$ cat src/rtl/universal_bin_cnt_seq.sv
// Command sequencer for an external up/down binary counter: loads a start value,
// runs to a terminal value in one-shot or periodic mode, supports abort.
module universal_bin_cnt_seq #(
  parameter int unsigned N = 5
) (
  input  logic         clk,
  input  logic         rst,
  input  logic         cmd_valid,
  output logic         cmd_ready,
  input  logic [1:0]   cmd_mode,
  input  logic [N-1:0] cmd_start,
  input  logic [N-1:0] cmd_term,
  input  logic         abort,
  input  logic [N-1:0] cnt_q,
  output logic         cnt_syn_clr,
  output logic         cnt_load,
  output logic         cnt_en,
  output logic         cnt_up,
  output logic [N-1:0] cnt_d,
  output logic         busy,
  output logic         done,
  output logic         tc,
  output logic [7:0]   wrap_cnt
);

  typedef enum logic [2:0] {
    IDLE,
    LOAD,
    RUN,
    DONE,
    ABORT
  } state_e;

  state_e       state_q;
  logic [1:0]   mode_q;
  logic [N-1:0] start_q;
  logic [N-1:0] term_q;
  logic [7:0]   wrap_q;
  logic         tc_q;
  logic         done_q;
  logic         busy_q;
  logic         ready_q;

  logic hit;
  logic periodic;
  logic dir_up;
  logic reload;
  logic finish;

  assign hit      = (cnt_q == term_q);
  assign periodic = mode_q[1];
  assign dir_up   = ~mode_q[0];

  // Counter strobes follow the fed-back count in the same cycle, so they are
  // decoded combinationally; abort suppresses them ahead of terminal detection.
  always_comb begin
    cnt_syn_clr = 1'b0;
    cnt_load    = 1'b0;
    cnt_en      = 1'b0;
    cnt_up      = 1'b0;
    reload      = 1'b0;
    finish      = 1'b0;
    case (state_q)
      LOAD: begin
        if (!abort) begin
          cnt_load = 1'b1;
          cnt_up   = dir_up;
        end
      end
      RUN: begin
        if (!abort) begin
          cnt_up = dir_up;
          if (!hit) begin
            cnt_en = 1'b1;
          end else if (periodic) begin
            cnt_load = 1'b1;
            reload   = 1'b1;
          end else begin
            finish = 1'b1;
          end
        end
      end
      ABORT: cnt_syn_clr = 1'b1;
      default: ;
    endcase
  end

  always_ff @(posedge clk or negedge rst) begin
    if (!rst) begin
      state_q <= IDLE;
      mode_q  <= '0;
      start_q <= '0;
      term_q  <= '0;
      wrap_q  <= '0;
      tc_q    <= 1'b0;
      done_q  <= 1'b0;
      busy_q  <= 1'b0;
      ready_q <= 1'b1;
    end else begin
      tc_q   <= reload;
      done_q <= 1'b0;
      if (reload) begin
        wrap_q <= wrap_q + 8'd1;
      end
      case (state_q)
        IDLE: begin
          if (cmd_valid) begin
            mode_q  <= cmd_mode;
            start_q <= cmd_start;
            term_q  <= cmd_term;
            wrap_q  <= '0;
            state_q <= LOAD;
            busy_q  <= 1'b1;
            ready_q <= 1'b0;
          end
        end
        LOAD: state_q <= abort ? ABORT : RUN;
        RUN: begin
          if (abort) begin
            state_q <= ABORT;
          end else if (finish) begin
            state_q <= DONE;
            done_q  <= 1'b1;
          end
        end
        default: begin
          state_q <= IDLE;
          busy_q  <= 1'b0;
          ready_q <= 1'b1;
        end
      endcase
    end
  end

  assign cmd_ready = ready_q;
  assign busy      = busy_q;
  assign done      = done_q;
  assign tc        = tc_q;
  assign wrap_cnt  = wrap_q;
  assign cnt_d     = start_q;

endmodule

$ cat config.mk
export PLATFORM = sky130hd
export DESIGN_NAME = universal_bin_cnt_seq
export DESIGN_NICKNAME = d
export VERILOG_FILES = /design/src/rtl/universal_bin_cnt_seq.sv
export SDC_FILE = /design/constraint.sdc
export NUM_CORES = 1
export LEC_CHECK = 0
export ABC_CLOCK_PERIOD_IN_PS = 2700
export CORE_MARGIN = 8
export CORE_UTILIZATION = 55
export DETAILED_ROUTE_END_ITERATION = 10
export DONT_BUFFER_PORTS = 1
export PLACE_DENSITY = 0.7
export SETUP_SLACK_MARGIN = 0.4
export SKIP_LAST_GASP = 1
export SYNTH_ARGS = -nofsm -noshare
export SYNTH_HDL_FRONTEND = slang
export SYNTH_SLANG_ARGS = --single-unit
$ cat constraint.sdc
create_clock -name clk -period 2.7 [get_ports clk]
set_input_delay 0.27 -clock clk [delete_from_list [all_inputs] [get_ports clk]]
set_output_delay 0.27 -clock clk [all_outputs]
set_load 0.01 [all_outputs]
# After elaboration in Yosys (flattened, before gate mapping)
# Index checks and enable logic that the tools add are counted.
word_totals:
  register_bits: 27
  latch_bits: 0
  mem_bits_rw: 0
  rom_bits: 0
  in_bits: 21
  output_inout_bits: 21
  word_cells: 54
  n_memories: 0
classes:
  add_sub_neg: 1
  multipliers: 0
  div: 0
  order_cmp: 0
  eq_ne: 6
  shift: 0
  n_mux: 31
  n_bitwise: 2
  reduce_logical: 5
ops:
  columns: ["op", "count"]
  rows:
  - ["8-bit two-way mux", 3]
  - ["1-bit two-way mux", 20]
  - ["3-bit two-way mux", 4]
  - ["3-bit one-hot mux with 3 select lines", 1]
  - ["8-bit by 1-bit adder with 8-bit output (second input constant)", 1]
  - ["1-bit one-hot mux with 2 select lines", 3]
  - ["2-bit AND reduction", 3]
  - ["5-bit == test", 1]
  - ["3-bit by 1-bit == test with 1-bit output (second input constant)", 1]
  - ["3-bit by 2-bit == test with 1-bit output (second input constant)", 1]
  - ["3-bit == test (second input constant)", 1]
  - ["3-bit logical NOT", 1]
  - ["3-bit != test (second input constant)", 1]
  - ["2-bit != test (second input constant)", 1]
  - ["1-bit inverter", 2]
  - ["2-bit OR reduction", 1]

# Logic depth before layout (Yosys ltp)
# Gate-level depths: netlist of run 1.
depth:
  depth_word: 7
  depth_mapped: 7
  ltp_nobuf: 4

# Worst setup path before layout of run 1
# Ideal clock, no wire load.
synth_path:
  path_kind: "register -> output"
  from: "register state_q[2]"
  to: "output port cnt_load"
  arrival_ns: 2.047
  setup_slack_ns: 0.383
  stages_incl_launch_ff: 7
  cell_sequence: "dfrtp_1 > buf_6 > or4b_4 > or4b_1 > buf_2 > buf_2 > o21ai_0"
synth_between:
  elab_chain_cells: 2
  word_cells_on_any_way: 3
synth_rtl:
  columns: ["item", "line", "text"]
  rows:
  - ["from (decl)", "34", "state_e state_q;"]
  - ["from (signal assigned)", "117", "LOAD: state_q <= abort ? ABORT : RUN;"]
  - ["3-bit by 2-bit == test with 1-bit output / 3-bit by 1-bit == test with 1-bit output (equally long branches)", "63", "case (state_q)"]
  - ["1-bit one-hot mux with 2 select lines (*)", "63", null]
  - ["to (decl)", "16", "output logic cnt_load,"]
# Every way passes the cells marked *; elsewhere a longest branch is shown, timed or not.

# Worst setup path after layout of run 1
# Ends and elaborated chain as after synthesis.

==> flow_metrics.py, run 1 <==
metrics = {
    "run_status": {
        "outcome": "complete, no violations",
    },
    "clock_network": {
        "cts_buffers": 3,
        "clkLatencyLatePin_ns": 0.32,
        "cts_sinks": 27,
        "cts_root_buffer": "clkbuf_4",
        "cts.path.max_buffers": 2,
        "clk_pin_slew_ns": 0.14,
        "htreeDepth": 1,
        "cts_tree": "yes",
    },
    "pwr": {
        "p_leak_nw": 0.589,
        "power_density_mw_per_mm2": 923,
        "ir_drop_mv": 0.542,
    },
    "routing": {
        "route.met3.wl_um": 264,
        "drtIter0Drc": 30,
        "drt_pass1_iterations": 4,
        "wl_met1_um": 1210,
        "drc": 0,
        "final_antenna_net_count": 0,
        "top_layer_used": "met4",
        "via_per_inst": 6.00,
        "wire_per_inst_um": 18.8,
        "wirelength_um": 2800,
        "vias": 894,
        "met2_length_um": 1310,
    },
    "finish": {
        "fin_area_sq_mm": 0.00146,
        "diodes": 0,
        "area_growth_syn_to_layout_pct": 13.7,
        "final_cell_mix": "dfrtp_1, mux2_2, a21oi_1, buf_4",
        "multi_input_area_sq_um": 619,
        "ff_latch_area_sq_um": 678,
        "fillerInstances": 188,
        "final_common_cell": "dfrtp_1",
        "fin_cells": 149,
        "drive_gt1_share_pct": 29.8,
        "fin_nets": 144,
    },
    "die": {
        "io_pins": 42,
        "start_util_pct": 58.1,
        "die_h_um": 64.4,
        "rows": 17,
        "core_area_sq_mm": 0.00221,
        "die_area_sq_mm": 0.00414,
        "die_w_um": 64.4,
    },
    "sta": {
        "hold_violations": 0,
        "finalWorstSetupSlack_ns": 0.394,
        "rsz0062_at_grt": "true",
        "finClkSkew_ns": 0.00408,
        "tns_ns": 0,
        "worst_pin_slew_ns": 0.523,
        "slew_viol_final": 0,
        "finalSetupViolCount": 0,
        "period_share_pct": 85.4,
        "min_period_ns": 2.31,
        "fmax_ghz": 0.434,
        "slew_headroom_pct": 64.8,
    },
    "place": {
        "dpl.cell_count": 138,
        "dp_slack_ns": 0.167,
        "placed_area_sq_mm": 0.00132,
        "io_buffers": 0,
        "place_congestion": 0.771,
        "dp_hpwl_um": 1860,
    },
    "worst_setup_path": {
        "r2r_setup_slack_ns": 0.44,
        "r2r-start": "state_q[2]",
        "cp.required_ns": 2.43,
        "worstPathMaxFanout": 7,
        "setup.worst_path.end": "cnt_load",
        "worstSetupEndpointType": "output pin",
        "arrival_ns": 2.04,
        "cp-start-kind": "register",
        "startpoint": "state_q[2]",
        "worstReg2RegEnd": "wrap_cnt[4]",
        "critical_path_class": "register to output pin",
        "rr_worst_depth": 4,
    },
    "synth": {
        "syn_area_per_cell_sq_um": 11.4,
        "ys_ff_latch": 27,
        "netlist.area_leader.share_pct": 50.6,
        "synth-seq-area-share_pct": 52.6,
        "synth_area_leaders": "dfrtp_1, mux2_2, a21oi_1",
        "synth_largest_area_cell": "dfrtp_1",
        "synthCells": 113,
        "synth_warnings": 0,
        "synthesis.area_sq_mm": 0.00129,
        "synth.net_count": 135,
        "ys_types": 32,
    },
    "worst_hold_path": {
        "hold_start": "cmd_mode[1]",
        "min_path_type": "input pin to register",
    },
    "global_routing": {
        "grt_max_degree": 28,
        "gr-total-overflow": 0,
        "grt_util_all_layers_pct": 13.4,
        "grt_pass1_wl_um": 4510,
        "grt_pass1_vias": 940,
        "antenna_found_initial": 0,
    },
    "run": {
        "max_cap_viol_count": 0,
    },
}
-- power breakdown --
group / leakage, nW / total, mW / switching [mW] / internal (mW)
registers: 0.339 / 0.646 / 0.110 / 0.536
logic: 0.236 / 0.535 / 0.273 / 0.262
clock network: 0.0150 / 0.170 / 0.112 / 0.0578
-- cells in the mapped netlist --
cell	instances
and4_1	1
nand2_1	1
nor4b_1	2
mux2_2	13
nor4_1	1
nand4_1	1
o21bai_1	1
clkbuf_1	3
nor2b_1	1
dfstp_2	1
xor2_1	2
inv_1	3
nand3_1	5
or3_1	2
o21ai_0	3
nor3_1	3
dfrtp_1	26
or4b_1	1
or4b_2	1
or4b_4	1
and2b_1	1
o31ai_1	6
xnor2_1	4
nor3b_1	2
nand2b_1	1
buf_2	3
or4_1	5
nor2_1	6
and3_1	2
a21oi_1	9
ha_1	1
buf_6	1
-- worst min path at each step --
stage | cells past startpoint | endpoint | slack, ns
2_1_floorplan | 0 | busy | -0.03
3_3_place_gp | 0 | wrap_cnt[2] | -0.02
3_5_place_dp | 0 | wrap_cnt[3] | -0.02
4_1_cts | 1 | state_q[2] | 0.08
5_1_grt | 1 | state_q[2] | 0.07
6_report | 1 | mode_q[1] | 0.09
-- layer usage --
layer / global-route usage, % / vias up
met5: 0 / -
met4: 4.09 / 0
met3: 5.92 / 2
met2: 21.5 / 34
met1: 15.7 / 428
li1: - / 430
-- final cells by class --
| type | instances | area share, % |
|---|---|---|
| sequential | 27 | 46.4 |
| timing repair buffer | 10 | 6.33 |
| inverter | 3 | 0.770 |
| clock buffer | 4 | 1.80 |
| multi-input combinational | 77 | 42.3 |
| tap | 28 | 2.40 |
-- cells by family (layout without fill, tap and decap cells) --
family,after synthesis,count (layout),synth area share (%)
buf+inv,10,17,3.79
mux,13,13,11.4
simple gates,37,38,18.4
fa+ha+maj,1,1,0.973
flops,27,27,52.6
compound gates,19,19,8.75
xor+xnor,6,6,4.09
-- through the flow --
stage,hold WS [ns],utilization (%),power (mW)
2_1_floorplan,-0.0256,-,1.00
3_3_place_gp,-0.0247,59.7,1.09
3_5_place_dp,-0.0248,59.7,1.10
4_1_cts,0.0783,65.3,1.34
5_1_grt,0.0672,66.1,1.43
6_report,0.0895,66.1,1.35
-- critical path: stages, from the launching register on --
cell     delay (ns)
dfrtp_1        0.41
or4b_4         0.56
or4b_4         0.56
o21ai_4        0.18
-- sequential cells by signal, indices dropped and copies added (netlist names) --
signal and cells:
busy 1, cmd_ready 1, cnt_d 5, done 1, mode_q 2, state_q 3
tc 1, term_q 5, wrap_cnt 8
-- what timing repair did --
| action | in CTS | in global routing |
|---|---|---|
| setup endpoints to repair | 9 | 6 |
| endpoints found under the hold margin | 28 | 0 |
| resized for setup | 8 | 2 |
| buffers inserted | 2 | 1 |
| hold buffers | 3 | 0 |
| cloned | 1 | 0 |
| pin swaps | 2 | 1 |
Note: power is estimated with default switching activity, not from simulation.
==> inputs of run 2 (changes only) <==
--- a/config.mk
+++ b/config.mk
@@ -5,6 +5,7 @@
 export SDC_FILE = /design/constraint.sdc
 export NUM_CORES = 1
 export LEC_CHECK = 0
+export ABC_AREA = 1
 export ABC_CLOCK_PERIOD_IN_PS = 2700
 export CORE_MARGIN = 8
 export CORE_UTILIZATION = 55
==> flow_metrics.py, run 2 <==
metrics = {
    "run_status": {
        "outcome": "complete, no violations",
    },
    "routing": {
        "vias": 1043,
        "wirelength_um": 2820,
        "drc": 0,
        "wire_per_inst_um": 13.8,
        "via_per_inst": 5.11,
        "drtIter0Drc": 24,
        "drt_pass1_iterations": 4,
        "final_antenna_net_count": 0,
    },
    "worst_setup_path": {
        "crit_path_max_incr_delay_ns": 0.42,
        "r2r_setup_slack_ns": 1.10,
        "crit_slowest_cell": "dfrtp_1",
        "startpoint": "term_q[4]",
        "worstReg2RegEnd": "wrap_cnt[1]",
        "arrival_ns": 1.79,
        "cp-start-kind": "register",
        "worstSetupEndpointType": "output pin",
        "rr_worst_depth": 6,
        "critical_path_class": "register to output pin",
        "worstPathMaxFanout": 12,
        "cp.required_ns": 2.43,
        "r2r-start": "term_q[4]",
        "path_delay_family": "simple AND/OR/NAND/NOR gates",
        "critPathBufInv": 0,
        "crit_chain": "xnor2_1 > nand2_1 > nor2_2 > nand2_2 > o21ai_0",
        "critical_path_depth": 5,
        "setup.worst_path.end": "cnt_load",
    },
    "global_routing": {
        "grt_pass1_vias": 1000,
        "grt_util_all_layers_pct": 13.6,
        "grt_max_degree": 28,
        "gr-total-overflow": 0,
        "grt_pass1_wl_um": 4620,
        "antenna_found_initial": 0,
    },
    "synth": {
        "netlist.area_leader.share_pct": 48.2,
        "dominantRegCellSynth": "dfrtp_1",
        "synth.net_count": 193,
        "synth-seq-area-share_pct": 50.2,
        "synth_warnings": 0,
        "synth_edf_count": 0,
        "muxShareOfSynthArea_pct": 0,
        "synth-simple-area-share_pct": 31.7,
        "synthArstFlopShare_pct": 100,
        "synth_top_family_by_area": "simple AND/OR/NAND/NOR gates",
        "ys_types": 24,
        "synth_area_leaders": "dfrtp_1, nand2_1, inv_1",
        "synthesis.area_sq_mm": 0.00135,
        "syn_area_per_cell_sq_um": 7.89,
        "synth_compound_area_share_pct": 4.08,
        "synthTopCellsByCount": "nand2_1, dfrtp_1, inv_1",
        "synth_xor_area_share_pct": 2.60,
        "synth_largest_area_cell": "dfrtp_1",
        "ys_ff_latch": 27,
        "synthCells": 171,
        "synth_fa_ha_area_share_pct": 0.928,
        "yosysMostFrequentCell": "nand2_1",
    },
    "finish": {
        "fin_cells": 204,
        "largest_reg_flops": 8,
        "diodes": 0,
        "ff_latch_area_sq_um": 677,
        "multi_input_area_sq_um": 531,
        "final_cell_mix": "nand2_1, inv_1, dfrtp_1",
        "fin_nets": 197,
        "area_growth_syn_to_layout_pct": 5.10,
        "fillerInstances": 214,
        "drive_gt1_share_pct": 8.05,
        "final_common_cell": "nand2_1",
    },
    "sta": {
        "worst_pin_slew_ns": 0.481,
        "period_share_pct": 76.2,
        "min_period_ns": 2.06,
        "slew_viol_final": 0,
        "finalSetupViolCount": 0,
        "rsz0062_at_grt": "false",
        "slew_headroom_pct": 67.9,
        "hold_violations": 0,
        "fmax_ghz": 0.486,
        "finClkSkew_ns": 0.0101,
        "tns_ns": 0,
    },
    "place": {
        "place_congestion": 0.815,
        "dpl.cell_count": 197,
        "dp_hpwl_um": 2120,
        "io_buffers": 0,
    },
    "die": {
        "start_util_pct": 56.0,
        "io_pins": 42,
        "rows": 18,
        "die_h_um": 65.5,
        "core_area_sq_mm": 0.00241,
        "die_w_um": 65.5,
        "die_area_sq_mm": 0.00429,
    },
    "clock_network": {
        "cts.path.max_buffers": 2,
        "htreeDepth": 1,
        "clkLatencyLatePin_ns": 0.32,
        "cts_root_buffer": "clkbuf_4",
        "clk_pin_slew_ns": 0.14,
        "cts_buffers": 3,
        "post_cts.repair.setup_buffers": 0,
        "cts_sinks": 27,
        "cts_tree": "yes",
    },
    "worst_hold_path": {
        "min_path_type": "input pin to register",
    },
    "pwr": {
        "power_density_mw_per_mm2": 854,
        "p_leak_nw": 0.759,
        "ir_drop_mv": 0.635,
    },
    "run": {
        "max_cap_viol_count": 0,
    },
}
==> run 2: cell types whose count changed after synthesis, moves of 6 or more <==
cell     change
nand3_1      +7
nand2_1     +54
nor2_1       +6
inv_1       +23
mux2_2      -13
o31ai_1      -6
==> run 2: final cells by class <==
cell class                      count  area share (%)
Tap cell                           30            2.65
Inverter                           28            7.50
Sequential cell                    27            47.7
Timing Repair Buffer                3            2.82
Multi-Input combinational cell    112            37.4
Clock buffer                        4            1.85
==> run 2: worst reg2reg max path, cell delays in order (launching register included) <==
cell	delay [ns]
dfrtp_1	0.42
xnor2_1	0.16
nand2_1	0.08
nor2_2	0.40
nand2_2	0.20
o21ai_0	0.19
nor2_1	0.06
==> run 2: worst min path at each step <==
stage / startpoint / cells after the start / to / slack [ns]
6_report: cmd_start[3] / 2 / cnt_d[3] / 0.05
5_1_grt: cmd_start[1] / 2 / cnt_d[1] / 0.03
3_5_place_dp: rst / 0 / wrap_cnt[3] / -0.02
4_1_cts: cmd_start[3] / 2 / cnt_d[3] / 0.04
3_3_place_gp: rst / 0 / state_q[0] / -0.02
2_1_floorplan: rst / 0 / busy / -0.03
==> run 2: logic make-up (layout without fill, tap and decap cells) <==
group / count (synthesis) / count (layout)
adders and majority gates: 1 / 1
and+or+nand+nor: 96 / 96
buffers and inverters: 32 / 35
DFF: 27 / 27
AOI/OAI and AO/OA: 11 / 11
xor gates and xnor gates: 4 / 4
==> run 2: metrics by stage <==
step | utilization, % | hold slack, ns | setup WS (ns) | total power, mW | instance area (sq um)
detailed placement | 56.1 | -0.0248 | 1.01 | 1.04 | 1350
global placement | 56.1 | -0.0248 | 1.08 | 1.02 | 1350
floorplan | - | -0.0256 | 1.40 | 0.972 | 1350
CTS | 58.8 | 0.0441 | 0.629 | 1.23 | 1420
global route | 58.8 | 0.0259 | 0.503 | 1.32 | 1420
finish | 58.8 | 0.0473 | 0.642 | 1.21 | 1420
==> run 2: per-layer routing <==
layer / part of all wire [%] / up-vias / global-route usage, %
met5: 0 / - / 0
met1: 41 / 482 / 15.1
met3: 7.2 / 4 / 5.27
met4: 0.82 / 0 / 5.99
li1: - / 529 / -
met2: 51 / 28 / 22.8
==> run 2: power breakdown <==
group / switching [mW] / internal, mW / leakage, nW / total (mW)
sequential: 0.106 / 0.531 / 0.351 / 0.637
clock: 0.113 / 0.0578 / 0.0150 / 0.171
combinational: 0.269 / 0.134 / 0.393 / 0.403
total: 0.488 / 0.723 / 0.759 / 1.21
==> run 2: what timing repair did <==
action	in CTS	in global routing
hold endpoints to repair	28	0
hold buffers	3	0
resized for setup	0	0
